`src/rtl/fib_reader_pkg.sv`:
```
// Shared definitions for the Fibonacci RAM read-out block and the RAM/regfile
// controller that uses the same sequencing states.
//   FIB_AW / FIB_DW : default RAM address and data widths
//   fib_state_e     : read-out sequencer state encoding
package fib_reader_pkg;

  localparam int FIB_AW = 6;
  localparam int FIB_DW = 32;

  typedef enum logic [2:0] {
    ST_IDLE = 3'd0,
    ST_REQ  = 3'd1,
    ST_CAP  = 3'd2,
    ST_SEND = 3'd3,
    ST_FIN  = 3'd4
  } fib_state_e;

endpackage

```
`src/rtl/fib_reader_check.sv`:
```
// Recurrence checker for the Fibonacci read-out: keeps the last two accepted
// words and flags any word (address >= 2) that is not their sum mod 2^DW.
// Ports:
//   clk, rst_n       clock, asynchronous active-low reset
//   clear_i          start of a new pass: drop history and error state
//   acc_i            a word is being accepted by the consumer this cycle
//   data_i, addr_i   the word being accepted and its RAM address
//   err_o            sticky mismatch flag for the current pass
//   err_addr_o       address of the first mismatch in the pass
module fib_check
  import fib_reader_pkg::*;
#(
  parameter int AW = FIB_AW,
  parameter int DW = FIB_DW
) (
  input  logic          clk,
  input  logic          rst_n,
  input  logic          clear_i,
  input  logic          acc_i,
  input  logic [DW-1:0] data_i,
  input  logic [AW-1:0] addr_i,
  output logic          err_o,
  output logic [AW-1:0] err_addr_o
);

  logic [DW-1:0] p1_q;   // most recent accepted word
  logic [DW-1:0] p2_q;   // word before that
  logic          err_q;
  logic [AW-1:0] err_addr_q;
  logic [DW-1:0] sum;
  logic          checked;
  logic          mismatch;

  // Sum truncates to DW bits, giving the mod 2^DW recurrence directly.
  assign sum      = p1_q + p2_q;
  // Addresses 0 and 1 are seeds: any upper address bit set means addr >= 2.
  assign checked  = |addr_i[AW-1:1];
  assign mismatch = acc_i && checked && (data_i != sum);

  always_ff @(posedge clk or negedge rst_n) begin
    if (!rst_n) begin
      p1_q       <= '0;
      p2_q       <= '0;
      err_q      <= 1'b0;
      err_addr_q <= '0;
    end else if (clear_i) begin
      p1_q       <= '0;
      p2_q       <= '0;
      err_q      <= 1'b0;
      err_addr_q <= '0;
    end else if (acc_i) begin
      p2_q <= p1_q;
      p1_q <= data_i;
      if (mismatch) begin
        err_q <= 1'b1;
        // Only the first mismatch of a pass records its address.
        if (!err_q) err_addr_q <= addr_i;
      end
    end
  end

  assign err_o      = err_q;
  assign err_addr_o = err_addr_q;

endmodule

```
`src/rtl/fib_reader.sv`:
```
// Reads RAM addresses 0..LAST once per start request, presents each word on a
// valid/ready output port and checks the Fibonacci recurrence on the stream.
// Ports:
//   clk, rst_n            clock, asynchronous active-low reset
//   start                 one-cycle request to begin a pass (IDLE only)
//   busy, done            pass in progress / one-cycle completion pulse
//   ram_ra, ram_rd        RAM read address; data returns one cycle later
//   out_valid, out_ready  output handshake
//   out_data, out_addr    word read and its RAM address
//   err, err_addr         sticky recurrence mismatch and first failing address
module fib_reader
  import fib_reader_pkg::*;
#(
  parameter int AW   = FIB_AW,
  parameter int DW   = FIB_DW,
  parameter int LAST = 63
) (
  input  logic          clk,
  input  logic          rst_n,
  input  logic          start,
  output logic          busy,
  output logic          done,
  output logic [AW-1:0] ram_ra,
  input  logic [DW-1:0] ram_rd,
  output logic          out_valid,
  input  logic          out_ready,
  output logic [DW-1:0] out_data,
  output logic [AW-1:0] out_addr,
  output logic          err,
  output logic [AW-1:0] err_addr
);

  localparam logic [AW-1:0] LAST_A = AW'(LAST);

  fib_state_e    state_q;
  logic [AW-1:0] addr_q;
  logic [AW-1:0] addr_d;
  logic [AW-1:0] ram_ra_q;
  logic [AW-1:0] out_addr_q;
  logic [DW-1:0] out_data_q;
  logic          out_valid_q;
  logic          busy_q;
  logic          done_q;
  logic          start_acc;
  logic          hs;

  assign start_acc = (state_q == ST_IDLE) && start;
  assign hs        = (state_q == ST_SEND) && out_valid_q && out_ready;
  assign addr_d    = addr_q + 1'b1;

  always_ff @(posedge clk or negedge rst_n) begin
    if (!rst_n) begin
      state_q     <= ST_IDLE;
      addr_q      <= '0;
      ram_ra_q    <= '0;
      out_addr_q  <= '0;
      out_data_q  <= '0;
      out_valid_q <= 1'b0;
      busy_q      <= 1'b0;
      done_q      <= 1'b0;
    end else begin
      done_q <= 1'b0;
      case (state_q)
        ST_IDLE: begin
          if (start) begin
            addr_q   <= '0;
            ram_ra_q <= '0;
            busy_q   <= 1'b1;
            state_q  <= ST_REQ;
          end
        end
        // ram_ra already holds the address; the RAM samples it this cycle.
        ST_REQ: state_q <= ST_CAP;
        ST_CAP: begin
          out_data_q  <= ram_rd;
          out_addr_q  <= addr_q;
          out_valid_q <= 1'b1;
          state_q     <= ST_SEND;
        end
        ST_SEND: begin
          if (hs) begin
            out_valid_q <= 1'b0;
            if (addr_q < LAST_A) begin
              addr_q   <= addr_d;
              ram_ra_q <= addr_d;
              state_q  <= ST_REQ;
            end else begin
              // busy drops in the same cycle that done is high.
              busy_q  <= 1'b0;
              done_q  <= 1'b1;
              state_q <= ST_FIN;
            end
          end
        end
        ST_FIN:  state_q <= ST_IDLE;
        default: state_q <= ST_IDLE;
      endcase
    end
  end

  fib_check #(
    .AW(AW),
    .DW(DW)
  ) u_chk (
    .clk       (clk),
    .rst_n     (rst_n),
    .clear_i   (start_acc),
    .acc_i     (hs),
    .data_i    (out_data_q),
    .addr_i    (out_addr_q),
    .err_o     (err),
    .err_addr_o(err_addr)
  );

  assign busy      = busy_q;
  assign done      = done_q;
  assign ram_ra    = ram_ra_q;
  assign out_valid = out_valid_q;
  assign out_data  = out_data_q;
  assign out_addr  = out_addr_q;

endmodule

```
`config.mk`:
```
export PLATFORM = sky130hd
export DESIGN_NAME = fib_reader
export DESIGN_NICKNAME = d
export VERILOG_FILES = /design/src/rtl/fib_reader_pkg.sv /design/src/rtl/fib_reader_check.sv /design/src/rtl/fib_reader.sv
export SDC_FILE = /design/constraint.sdc
export NUM_CORES = 1
export LEC_CHECK = 0
export BUFFER_PORTS_ARGS = -buffer_cell sky130_fd_sc_hd__buf_4
export CAP_MARGIN = 5
export CORE_MARGIN = 10
export CORE_UTILIZATION = 35
export CTS_CLUSTER_SIZE = 16
export DETAILED_ROUTE_END_ITERATION = 8
export PLACE_DENSITY = 0.5
export SETUP_SLACK_MARGIN = 0.2
export SYNTH_ARGS = -nofsm -noshare
export SYNTH_HDL_FRONTEND = slang
export SYNTH_SLANG_ARGS = --single-unit
```
`constraint.sdc`:
```
create_clock -name clk -period 4.7 [get_ports clk]
set_clock_uncertainty 0.2 [all_clocks]
set_input_delay 0.235 -clock clk [delete_from_list [all_inputs] [get_ports clk]]
set_output_delay 0.235 -clock clk [all_outputs]
set_load 0.1 [all_outputs]
```
**Yosys cells after proc, flatten, opt, wreduce, memory -nomap -nowiden**

Index checks and enable logic that the tools add are counted.

- Output and inout port bits: 54
- Flip-flop bits (word level): 121

- Reductions and logical operators: 17
- Order comparisons: 1
- Equal/unequal tests: 9
- Add/subtract/negate cells: 2
- Muxes and demuxes: 28

Operators by type and width:

| cell | number |
|---|---|
| two-way mux 32 bit | 4 |
| two-way mux 6 bit | 7 |
| adder 32 bit | 1 |
| != test 32 bit | 1 |
| case mux 3 bit (4 select lines) | 1 |
| case mux 6 bit (2 select lines) | 1 |
| two-way mux 1 bit | 10 |
| two-way mux 3 bit | 3 |
| AND reduction 4 bit | 2 |
| nonzero test 2 bit | 4 |
| adder 6 x 1 -> 6 bit (second input constant) | 1 |
| == test 3 x 2 -> 1 bit (second input constant) | 2 |
| less-than comparator 6 bit (second input constant) | 1 |
| != test 2 bit (second input constant) | 3 |
| AND reduction 2 bit | 3 |
| logical AND 1 bit | 5 |
| OR reduction 5 bit | 1 |
| != test 2 x 1 -> 1 bit (second input constant) | 2 |
| case mux 1 bit (2 select lines) | 2 |
| == test 3 x 1 -> 1 bit (second input constant) | 1 |
| logical NOT 3 bit | 1 |
| AND reduction 3 bit | 1 |

**Longest topological paths before layout**

- Depth in word-level cells: 8
- Gate-level depth with buffers: 12
- Mapped depth without buffers: 12

**By module**

Synthesis repeated with hierarchy kept, for this count alone.

- Cells, all modules: 695
- Area, all modules: 7280.7 um^2

By module, submodules not included:

| module | area an instance (um^2) | seq. area each (um^2) | times used | cells each |
|---|---|---|---|---|
| fib_check | 5241.3 | 1776.7 | 1 | 560 |
| fib_reader | 2039.5 | 1251.2 | 1 | 135 |

**Least setup slack after synthesis**

Ideal clock, no wire load.

- Kind: flip-flop to flip-flop
- Start: reg u_chk.p1_q[0]
- End: reg u_chk.err_addr_q[4] (netlist: u_chk.err_addr_o[4])
- Cell stages (with the launch flop): 13
- Buffers on the path: 0
- Arrival time: 3425 ps
- Required time: 4378 ps
- Setup slack: 953 ps
- Cells stage by stage: dfrtp_1 ha_1 fa_1 a21oi_1 nand4b_1 a2111oi_2 o211a_1 mux2_1 or4_4 nor4_2 o2111ai_1 or2_1 a32o_1

- Longest elaborated chain between the ends: 5

Ends and longest elaborated chain:

| item | RTL line | source |
|---|---|---|
| from (decl) | fib_reader_check.sv:26 | `logic [DW-1:0] p1_q;` |
| from (signal assigned) | fib_reader_check.sv:53 | `p1_q <= data_i;` |
| adder 32 bit | fib_reader_check.sv:35 | `assign sum = p1_q + p2_q;` |
| != test 32 bit | fib_reader_check.sv:38 | `assign mismatch = acc_i && checked && (data_i != sum);` |
| logical AND 1 bit | fib_reader_check.sv:38 |  |
| nonzero test 2 bit (no source line) | - |  |
| AND reduction 3 bit (no source line) | - |  |
| to (signal assigned) | fib_reader_check.sv:57 | `if (!err_q) err_addr_q <= addr_i;` |
| to (decl) | fib_reader_check.sv:29 | `logic [AW-1:0] err_addr_q;` |

Every way passes these cells.
A chain may end at the register's enable or synchronous reset.

**Worst setup path after layout**

- Start: reg u_chk.p1_q[0]
- End: reg u_chk.err_addr_q[1] (netlist: u_chk.err_addr_o[1])

Same word-level chain as after synthesis.

==> impl_metrics.yaml <==
floorplan:
  ioPinCount: 90
  dieArea_sq_mm: 0.02645
  die_w_microns: 162.6
  initial_core_util_pct: 35.42
  core_area_sq_mm: 0.02010
  rows: 52
  die_h_microns: 162.6
routing:
  wl_per_cell_microns: 18.73
  vias: 6434
  drt_pass1_iterations: 7
  drt_iter0_drc: 308
  wirelength_mm: 22.28
  drtAntennaViolNets: 0
  drc: 0
  via_per_inst: 5.407
timing:
  fin_ws_ns: 0.4908
  max_slew_margin_pct: 23.39
  finalCritPeriodShare_pct: 89.56
  setup_violations: 0
  fin_crit_ns: 4.209
  worst_pin_slew_ns: 1.149
  grt_setup_unrepaired: "false"
  finalHoldViolCount: 0
  fmax_mhz: 237.6
  fin_setup_tns_ns: 0
  finalMaxSlewViolations: 0
synth:
  synth.avg_cell_area_sq_um: 9.015
  seq_area_frac_synth_pct: 42.52
  synth_area_sq_mm: 0.007122
  async_flop_share_pct: 100.0
  ys_ff_latch: 121
  synthFlopType: "dfrtp_1"
  netlist_instances: 790
  syn_nets: 859
  synth_edf_count: 0
  ys_types: 67
  synth_warnings: 0
placement:
  dp_hpwl_mm: 16.43
  gp_congestion: 0.8963
  portBuffers: 89
  place_ws_ns: 0.3245
global_route:
  use_met2_pct: 26.30
  grt_busiest_layer: "met2"
  grt_pass1_vias: 6516
  grt_use_met1_pct: 23.43
  gr-total-overflow: 0
  grt_pass1_wl_mm: 36.20
  antenna_found_initial: 0
  grt_max_degree: 68
  grt.met3_usage_pct: 3.766
  grt_usage_pct: 17.06
critical_path:
  worst_setup_path_end_kind: "register"
  cp.required_ns: 4.82
  startpoint_type: "register"
  crit_type: "register to register"
  cp_max_fo: 5
  crit_arrival_ns: 4.33
clocking:
  clk_latency_ns: 0.44
  clkTransAtPathRegs_ns: 0.06
  cts_tree: "yes"
  cts.htree.levels: 4
  clkSinkCount: 121
  cts_made_buffers: 17
  cts_buffer_depth: 2
  ctsRootBufferMaster: "clkbuf_16"
status:
  status: "finished clean"
final_layout:
  num-fill-cells: 1962
  area_delta_synth_final_pct: 26.05
  drive_above_1_share_pct: 19.78
  nets: 977
  antennaDiodeCount: 0
run:
  maxCapViolations: 0
hold_path:
  min_path_type: "input pin to register"
## layout by cell type (no fill, tap or decap), drive strengths merged, types with 19 or more instances in the layout
| master | n |
|---|---|
| a21oi | 58 |
| buf | 99 |
| clkbuf | 19 |
| dfrtp | 121 |
| dlygate4sd3 | 34 |
| ha | 32 |
| mux2 | 37 |
| nand2 | 166 |
| nand3 | 63 |
| nor2 | 41 |
| o21ai | 36 |
| xnor2 | 32 |
## cell type report
cell class	count	area, sq um	area share (%)
Multi-Input combinational cell	628	3974	44.26
Clock buffer	19	432.9	4.822
Sequential cell	121	3028	33.73
Tap cell	270	337.8	3.763
Clock inverter	12	95.09	1.059
Inverter	7	26.28	0.2927
Timing Repair Buffer	133	1084	12.07
## what timing repair did
item,CTS,global route
hold buffers,34,0
buffers inserted,0,1
setup endpoints to repair,0,6
gates resized for setup,0,2
hold endpoints to repair,85,0
## registers in the layout, summed over array words and instances (netlist names), 3 cells and up
name and cells:
u_chk.p2_q 32, out_addr 6, out_data 32, state_q 3, u_chk.err_addr_o 6, u_chk.p1_q 32, ram_ra 6
## cells by family after synthesis
logic type      share of synthesized area [%]
compound gates                          15.95
xor+xnor                                5.534
fa+ha+maj                               5.903
buf+inv                                 2.196
flops                                   42.52
mux                                     6.694
simple gates                            21.21
## path summary, 6_finish.rpt
kind / from / endpoint / slack [ns] / cells past startpoint
setup / recovery: u_chk.p1_q[0] / u_chk.err_addr_o[1] / 0.49 / 12
hold / removal: out_ready / state_q[1] / 0.02 / 4
setup reg to reg: u_chk.p1_q[0] / u_chk.err_addr_o[1] / 0.49 / 12
hold reg to reg: u_chk.p1_q[0] / u_chk.p2_q[0] / 0.30 / 2
max in group asynchronous: rst_n / u_chk.p1_q[27] / 3.11 / 3
min in group asynchronous: rst_n / u_chk.p1_q[16] / 0.18 / 2
## critical path, cell delays in order, from the launching register on
cell       delay, ns
dfrtp_1         0.36
ha_1            0.21
fa_1            0.25
a21oi_1         0.09
nand4b_1        0.33
a2111oi_4       0.46
o211a_1         0.23
mux2_1          0.33
or4_4           0.52
nor4_2          0.23
o2111ai_1       0.28
or2_1           0.33
a32o_1          0.26
## synthesized netlist by cell type, drive strengths merged (11+ instances only)
cell type	number	area, sq um
xnor2	32	280.3
nand2	166	623.1
nand4	14	87.58
clkbuf	24	90.09
dfrtp	121	3028
nand3	63	315.3
nor2	41	153.9
o21ai	36	180.2
mux2	37	416.7
nor3	11	55.05
xor2	13	113.9
ha	32	400.4
a21oi	58	294.0
## metrics by stage
stage | cell area [sq um] | cells | utilization (%) | hold WS, ns
after global routing | 8977 | 1190 | 44.65 | 0.07219
after CTS | 8951 | 1189 | 44.52 | 0.02080
after floorplan | 7122 | 790 | - | -0.2606
after detailed placement | 8083 | 1124 | 40.20 | 0.1216
final | 8977 | 1190 | 44.65 | 0.02186
after global placement | 8083 | 1124 | 40.20 | 0.1160
## per-layer routing
layer | share of wire [%] | wire length (microns) | up-vias
li1 | - | - | 3079
met1 | 48 | 10670 | 3188
met2 | 46 | 10340 | 145
met3 | 4.4 | 971 | 22
met4 | 1.3 | 299 | 0
met5 | 0 | 0 | -
Power is left out: the tool's default activity adds up to more than one toggle a clock period on the data nets, which glitch-free logic cannot reach.
